`src/rtl/ttni_sink_fsm.sv`:
```
// -----------------------------------------------------------------------------
// ttni_sink_fsm
//
// Purpose:
//   Receive side of a flit-based message link. Each message is one header flit
//   (traffic id + routing opcode), one body flit carrying the destination port,
//   one body flit carrying a timestamp, then payload body flits closed by a
//   tail flit. Payload words go to a message buffer starting at BASE_WR_ADDR.
//   When the tail arrives the descriptor is presented with o_msg_valid. The
//   sink then holds off new flits until the consumer acknowledges. Malformed
//   traffic raises a one-cycle o_err pulse with a sticky cause code.
//
// Ports:
//   clk              sole clock
//   rst_sink         asynchronous, active-high reset
//   flit             [FLIT_WIDTH-1 -: FLIT_TYPE_WIDTH] type, [FLIT_DATA_WIDTH-1:0] data
//                    type: 01 header, 00 body, 10 tail, 11 illegal
//   valid / ready    flit handshake; a flit is taken when both are high
//   o_wr_en          one-cycle payload write strobe
//   o_wr_addr        payload buffer address (BASE_WR_ADDR + payload index)
//   o_wr_data        payload word
//   o_traffic_id     header data[31:28]
//   o_routing_opcode header data[27:0]
//   o_dest_port_id   first body data[7:0]
//   o_timestamp      second body data[31:0]
//   o_msg_len        number of payload flits including the tail
//   o_msg_valid      a complete message descriptor is being presented
//   i_msg_ack        consumer releases the presented message
//   o_err            one-cycle error pulse
//   o_err_code       cause of the most recent error
//                    1 stray flit, 2 short / abandoned message, 3 overflow or illegal
// -----------------------------------------------------------------------------
module ttni_sink_fsm #(
    parameter int FLIT_DATA_WIDTH = 32,
    parameter int FLIT_TYPE_WIDTH = 2,
    parameter int MSG_MAX         = 1024,
    parameter int BASE_WR_ADDR    = 40,
    localparam int FLIT_WIDTH     = FLIT_DATA_WIDTH + FLIT_TYPE_WIDTH
) (
    input  logic                       clk,
    input  logic                       rst_sink,
    input  logic [FLIT_WIDTH-1:0]      flit,
    input  logic                       valid,
    output logic                       ready,
    output logic                       o_wr_en,
    output logic [10:0]                o_wr_addr,
    output logic [FLIT_DATA_WIDTH-1:0] o_wr_data,
    output logic [3:0]                 o_traffic_id,
    output logic [27:0]                o_routing_opcode,
    output logic [7:0]                 o_dest_port_id,
    output logic [31:0]                o_timestamp,
    output logic [10:0]                o_msg_len,
    output logic                       o_msg_valid,
    input  logic                       i_msg_ack,
    output logic                       o_err,
    output logic [1:0]                 o_err_code
);

    // Flit type encodings
    localparam logic [FLIT_TYPE_WIDTH-1:0] TYPE_BODY = FLIT_TYPE_WIDTH'(0);
    localparam logic [FLIT_TYPE_WIDTH-1:0] TYPE_HDR  = FLIT_TYPE_WIDTH'(1);
    localparam logic [FLIT_TYPE_WIDTH-1:0] TYPE_TAIL = FLIT_TYPE_WIDTH'(2);
    localparam logic [FLIT_TYPE_WIDTH-1:0] TYPE_ILL  = FLIT_TYPE_WIDTH'(3);

    // Error cause codes
    localparam logic [1:0] ERR_STRAY = 2'd1;
    localparam logic [1:0] ERR_SHORT = 2'd2;
    localparam logic [1:0] ERR_DROP  = 2'd3;

    // Counter and address arithmetic is 11 bits wide; the base wraps with it.
    localparam logic [10:0] MSG_MAX_C = 11'(MSG_MAX);
    localparam logic [10:0] BASE_C    = 11'(BASE_WR_ADDR);

    typedef enum logic [2:0] {
        S_IDLE    = 3'd0,
        S_PORT    = 3'd1,
        S_TS      = 3'd2,
        S_PAYLOAD = 3'd3,
        S_DONE    = 3'd4,
        S_DROP    = 3'd5
    } state_t;

    state_t                       state;
    logic [10:0]                  count;
    logic [FLIT_TYPE_WIDTH-1:0]   flit_type;
    logic [FLIT_DATA_WIDTH-1:0]   flit_data;
    logic                         accept;
    logic                         in_message;

    assign flit_type = flit[FLIT_WIDTH-1 -: FLIT_TYPE_WIDTH];
    assign flit_data = flit[FLIT_DATA_WIDTH-1:0];

    // Reset is asynchronous, so ready must drop the moment it is asserted,
    // not at the next edge.
    assign ready  = ~rst_sink & (state != S_DONE);
    assign accept = valid & ready;

    // States in which a header arriving means the current message is cut short.
    assign in_message = (state == S_PORT) || (state == S_TS) || (state == S_PAYLOAD);

    always_ff @(posedge clk or posedge rst_sink) begin
        if (rst_sink) begin
            state            <= S_IDLE;
            count            <= '0;
            o_wr_en          <= 1'b0;
            o_wr_addr        <= '0;
            o_wr_data        <= '0;
            o_traffic_id     <= '0;
            o_routing_opcode <= '0;
            o_dest_port_id   <= '0;
            o_timestamp      <= '0;
            o_msg_len        <= '0;
            o_msg_valid      <= 1'b0;
            o_err            <= 1'b0;
            o_err_code       <= '0;
        end else begin
            // Strobes default low so each lasts exactly one cycle.
            o_wr_en <= 1'b0;
            o_err   <= 1'b0;

            if (state == S_DONE) begin
                // Descriptor is frozen here because ready is low; only the
                // consumer's acknowledge moves us on.
                if (i_msg_ack) begin
                    o_msg_valid <= 1'b0;
                    state       <= S_IDLE;
                end
            end else if (accept) begin
                if (flit_type == TYPE_HDR) begin
                    // A header always starts a fresh message, whatever we were
                    // doing. Only cutting off a message in flight is an error;
                    // a header that ends a drop is the normal recovery path.
                    o_traffic_id     <= flit_data[31:28];
                    o_routing_opcode <= flit_data[27:0];
                    count            <= '0;
                    state            <= S_PORT;
                    if (in_message) begin
                        o_err      <= 1'b1;
                        o_err_code <= ERR_SHORT;
                    end
                end else begin
                    case (state)
                        S_IDLE: begin
                            // Body, tail or illegal with no header: discard.
                            o_err      <= 1'b1;
                            o_err_code <= ERR_STRAY;
                        end

                        S_DROP: begin
                            // Silently swallow everything up to the tail.
                            if (flit_type == TYPE_TAIL) begin
                                state <= S_IDLE;
                            end
                        end

                        S_PORT, S_TS: begin
                            if (flit_type == TYPE_ILL) begin
                                o_err      <= 1'b1;
                                o_err_code <= ERR_DROP;
                                state      <= S_DROP;
                            end else if (flit_type == TYPE_TAIL) begin
                                // Tail before any payload slot was reached.
                                o_err      <= 1'b1;
                                o_err_code <= ERR_SHORT;
                                state      <= S_IDLE;
                            end else if (state == S_PORT) begin
                                o_dest_port_id <= flit_data[7:0];
                                state          <= S_TS;
                            end else begin
                                o_timestamp <= flit_data[31:0];
                                state       <= S_PAYLOAD;
                            end
                        end

                        S_PAYLOAD: begin
                            if (flit_type == TYPE_ILL) begin
                                o_err      <= 1'b1;
                                o_err_code <= ERR_DROP;
                                state      <= S_DROP;
                            end else if ((flit_type == TYPE_BODY) && (count == MSG_MAX_C)) begin
                                // Buffer already holds MSG_MAX words; this body
                                // would overrun it, so nothing is written.
                                o_err      <= 1'b1;
                                o_err_code <= ERR_DROP;
                                state      <= S_DROP;
                            end else begin
                                o_wr_en   <= 1'b1;
                                o_wr_addr <= BASE_C + count;
                                o_wr_data <= flit_data;
                                count     <= count + 11'd1;
                                if (flit_type == TYPE_TAIL) begin
                                    // Descriptor becomes visible together with
                                    // the tail's own write.
                                    o_msg_len   <= count + 11'd1;
                                    o_msg_valid <= 1'b1;
                                    state       <= S_DONE;
                                end
                            end
                        end

                        default: begin
                            state <= S_IDLE;
                        end
                    endcase
                end
            end
        end
    end

endmodule

```
`config.mk`:
```
export PLATFORM = sky130hd
export DESIGN_NAME = ttni_sink_fsm
export DESIGN_NICKNAME = d
export VERILOG_FILES = /design/src/rtl/ttni_sink_fsm.sv
export SDC_FILE = /design/constraint.sdc
export NUM_CORES = 1
export LEC_CHECK = 0
export CORE_ASPECT_RATIO = 1.1
export CORE_MARGIN = 4
export CORE_UTILIZATION = 52
export CTS_CLUSTER_DIAMETER = 80
export DETAILED_ROUTE_END_ITERATION = 10
export HOLD_SLACK_MARGIN = 0.06
export PLACE_DENSITY_LB_ADDON = 0.15
export SYNTH_ARGS = -nofsm -noshare
export SYNTH_HDL_FRONTEND = slang
export SYNTH_SLANG_ARGS = --single-unit
export TNS_END_PERCENT = 10
```
`constraint.sdc`:
```
create_clock -name clk -period 9.5 [get_ports clk]
set_clock_uncertainty 0.05 [all_clocks]
set_input_delay 1.9 -clock clk [delete_from_list [all_inputs] [get_ports clk]]
set_output_delay 1.9 -clock clk [all_outputs]
set_load 0.05 [all_outputs]
```
==> impl_metrics.csv <==
group,metric,value,unit
cells_and_area,final_common_cell,"clkdlybuf4s50_1",
detailed_routing,ant_nets,0,
synthesis,yosysWarnings,0,
sta,finalHoldViolations,0,
place,place_congestion,0.845,
cells_and_area,diodes,0,
sta,rsz0062_at_grt,"false",
clocking,ctsResizeCount,0,
die,die_y,124,µm
sta,fmax,187,MHz
sta,period_share,56.2,%
cells_and_area,nNetsFinal,671,
clocking,cts_sinks,145,
synthesis,synthFlopType,"dfrtp_1",
power_and_ir_drop,leakagePower,0.00383,µW
detailed_routing,drt_iter0_drc,246,
synthesis,ys_seq_area_share,57.3,%
clocking,htreeDepth,4,
clocking,clkTransAtPathRegs,60,ps
detailed_routing,dr.pass1.iters,4,
global_routing,groute.usage.overall,21.2,%
synthesis,synth_edf_count,0,
setup_path,slowest_delay,820,ps
global_routing,grt_util_met3,5.83,%
clocking,cts_setup_buffers,0,
synthesis,ys_ff_latch,145,
place,placedCellCount,761,
global_routing,antenna_found_initial,0,
setup_path,cp_common_cell,"clkdlybuf4s50_1",
setup_path,cp-start-kind,"primary input",
setup_path,critPathTopFamily,"buffers and inverters",
cells_and_area,final_util,71.9,%
clocking,root_buffer,"clkbuf_16",
clocking,cts_max_path_buffers,2,
die,start_util,52.8,%
setup_path,end_kind,"output port",
power_and_ir_drop,power_frac_comb,47.6,%
cells_and_area,area_delta_synth_final,36.1,%
detailed_routing,via_per_inst,5.35,
power_and_ir_drop,p_seq_share,31.6,%
cells_and_area,layout_common_cells,"clkdlybuf4s50_1, dfrtp_1, mux2_2",
global_routing,busiest_layer,"met2",
place,placed_area,8040,µm²
global_routing,grt-ovfl-total,0,
setup_path,worstPathMaxFanout,3,
sta,setup_tns,0,ps
synthesis,synthArstFlopShare,100,%
die,ios,170,
global_routing,grt_use_met2,35.5,%
sta,final-max-slew-violation-count,0,
synthesis,synth_cell_type_count,51,
die,num_rows,42,
power_and_ir_drop,sw_frac_of_total,43.8,%
sta,tightest_slew,1170,ps
job,cap_violations,0,
place,hpwl,10.1,mm
synthesis,synthesis.nets,508,
synthesis,avgSynthCellArea,13.7,µm²
synthesis,syn_inst,463,
power_and_ir_drop,p_switching,1330,µW
setup_path,criticalPathCategory,"in -> out",
clocking,numCtsBuffers,17,
detailed_routing,post_drt_wl_per_cell,18.3,µm
setup_path,worstPathCellList,"clkdlybuf4s50_1 > a21oi_1 > clkdlybuf4s50_1",
sta,fin_ws,4160,ps
power_and_ir_drop,powerDensity,353,nW/µm²
setup_path,critPathRequiredTime,7550,ps
die,fp.coreArea,12000,µm²
setup_path,path_buf_inv,2,
cells_and_area,drive_gt1_share,19.9,%
cells_and_area,finalInstanceArea,8610,µm²
power_and_ir_drop,power.internal,1710,µW
sta,period_minus_slack,5340,ps
sta,relSlewSlack,22.0,%
detailed_routing,wl,14.5,mm
clocking,insertion_delay,410,ps
synthesis,yosysTopAreaCell,"dfrtp_1",
setup_path,worst_path_max_delay_cell,"clkdlybuf4s50_1",
power_and_ir_drop,ir_drop,0.241,mV
place,dp_slack,4150,ps
cells_and_area,layoutNonFillerInstCount,793,
clocking,cts_tree,"done",
detailed_routing,vias,4246,
die,die_area,14000,µm²
synthesis,yosys.area.top_type_share,57.3,%
synthesis,yosys-top-cells-area,"dfrtp_1, mux2_2, mux2_4",
global_routing,use_met1,26.8,%
die,die_x,113,µm
run_status,status,"complete, no violations",
global_routing,grt_max_degree,80,
clocking,cts_hold_buf,0,
detailed_routing,remaining_drc_errors,0,
synthesis,synth.cell_area,6330,µm²
place,numPortBuffers,169,
setup_path,arrival,3390,ps
power_and_ir_drop,clkPwrFrac,20.9,%
global_routing,grt_pass1_wl,23.3,mm
global_routing,grt_pass1_vias,4439,
sta,setup_viol,0,
worst_hold_path,hold_class,"reg -> reg",
## worst paths after layout
path,from,to,slack [ps],cells after the start
worst min-delay path,o_wr_addr[1],o_wr_addr[1],430,2
min in group asynchronous,rst_sink,o_err_code[1],1980,2
max in group asynchronous,rst_sink,o_traffic_id[0],6110,3
worst max-delay path,rst_sink,ready,4160,3
worst max register to register,count[0],o_wr_data[28],6760,7
worst min register to register,o_wr_addr[1],o_wr_addr[1],430,2
## logic make-up (layout without fill, tap and decap cells)
family	after synthesis	after routing	synth area share [%]
flip-flops	145	145	57.3
multiplexers	109	109	21.2
AND/OR/NAND/NOR	77	77	6.78
AO/OA/AOI/OAI	68	68	6.98
buffers and inverters	39	215	3.82
XOR/XNOR	16	16	2.21
adder cells (fa/ha/maj)	9	9	1.70
## cell usage after synthesis (2+ instances only)
master,instances
a211o_1,2
a21oi_1,6
a31oi_1,7
and3_1,3
buf_2,10
buf_4,4
buf_6,9
clkbuf_1,4
dfrtp_1,145
ha_1,7
inv_1,11
maj3_1,2
mux2_1,33
mux2_2,46
mux2_4,30
nand2_1,31
nand2b_1,3
nand3_1,6
nor2_1,12
nor2b_1,3
nor3_1,5
o21ai_0,15
o21ai_1,21
o2bb2ai_1,2
o31ai_1,5
o41ai_2,2
xnor2_1,7
xor2_1,9
## state kept, by name, summed over array words and instances, names as in the netlist
signal	cells
count	11
o_err	1
o_msg_valid	1
o_routing_opcode	28
state	3
o_timestamp	32
o_wr_addr	11
o_wr_en	1
o_dest_port_id	8
o_msg_len	11
o_traffic_id	4
o_wr_data	32
o_err_code	2
## layer usage
| layer | wire length, µm | vias up | part of all wire [%] |
|---|---|---|---|
| li1 | - | 1982 | - |
| met1 | 6060 | 2102 | 42 |
| met2 | 7270 | 144 | 50 |
| met3 | 916 | 18 | 6.3 |
| met4 | 263 | 0 | 1.8 |
| met5 | 0 | - | 0 |
## layout make-up
| cell class | count | area, µm² |
|---|---|---|
| well taps | 154 | 193 |
| fillers | 860 | 3370 |
| flip-flops and latches | 145 | 3630 |
| repair buffers | 172 | 1710 |
| inverters | 11 | 46.3 |
| clock buffers | 19 | 443 |
| multi-input cells | 279 | 2460 |
| clock inverters | 13 | 128 |
## stage by stage
stage,total power (µW),hold WS (ps)
floorplan,1920,469
global placement,2390,417
detailed placement,2420,422
CTS,3070,435
global route,3170,450
finish,3040,430
## power by group through the flow
| stage | clock network [µW] | logic, µW | registers, µW |
|---|---|---|---|
| 5_1_grt | 678 | 1510 | 986 |
| 4_1_cts | 649 | 1460 | 959 |
| 3_3_place_gp | 0 | 1430 | 956 |
| 3_5_place_dp | 0 | 1450 | 966 |
| 2_1_floorplan | 0 | 308 | 1610 |
| 6_report | 635 | 1450 | 959 |
## worst reg2reg max path, stage by stage, from the launching register on
cell and delay [ps]:
dfrtp_1 450, inv_1 100, ha_1 170, nor4b_2 230
nand4_2 280, nand3_2 430, buf_4 510, mux2_2 390
No activity file was read; power rests on OpenSTA's default activity.
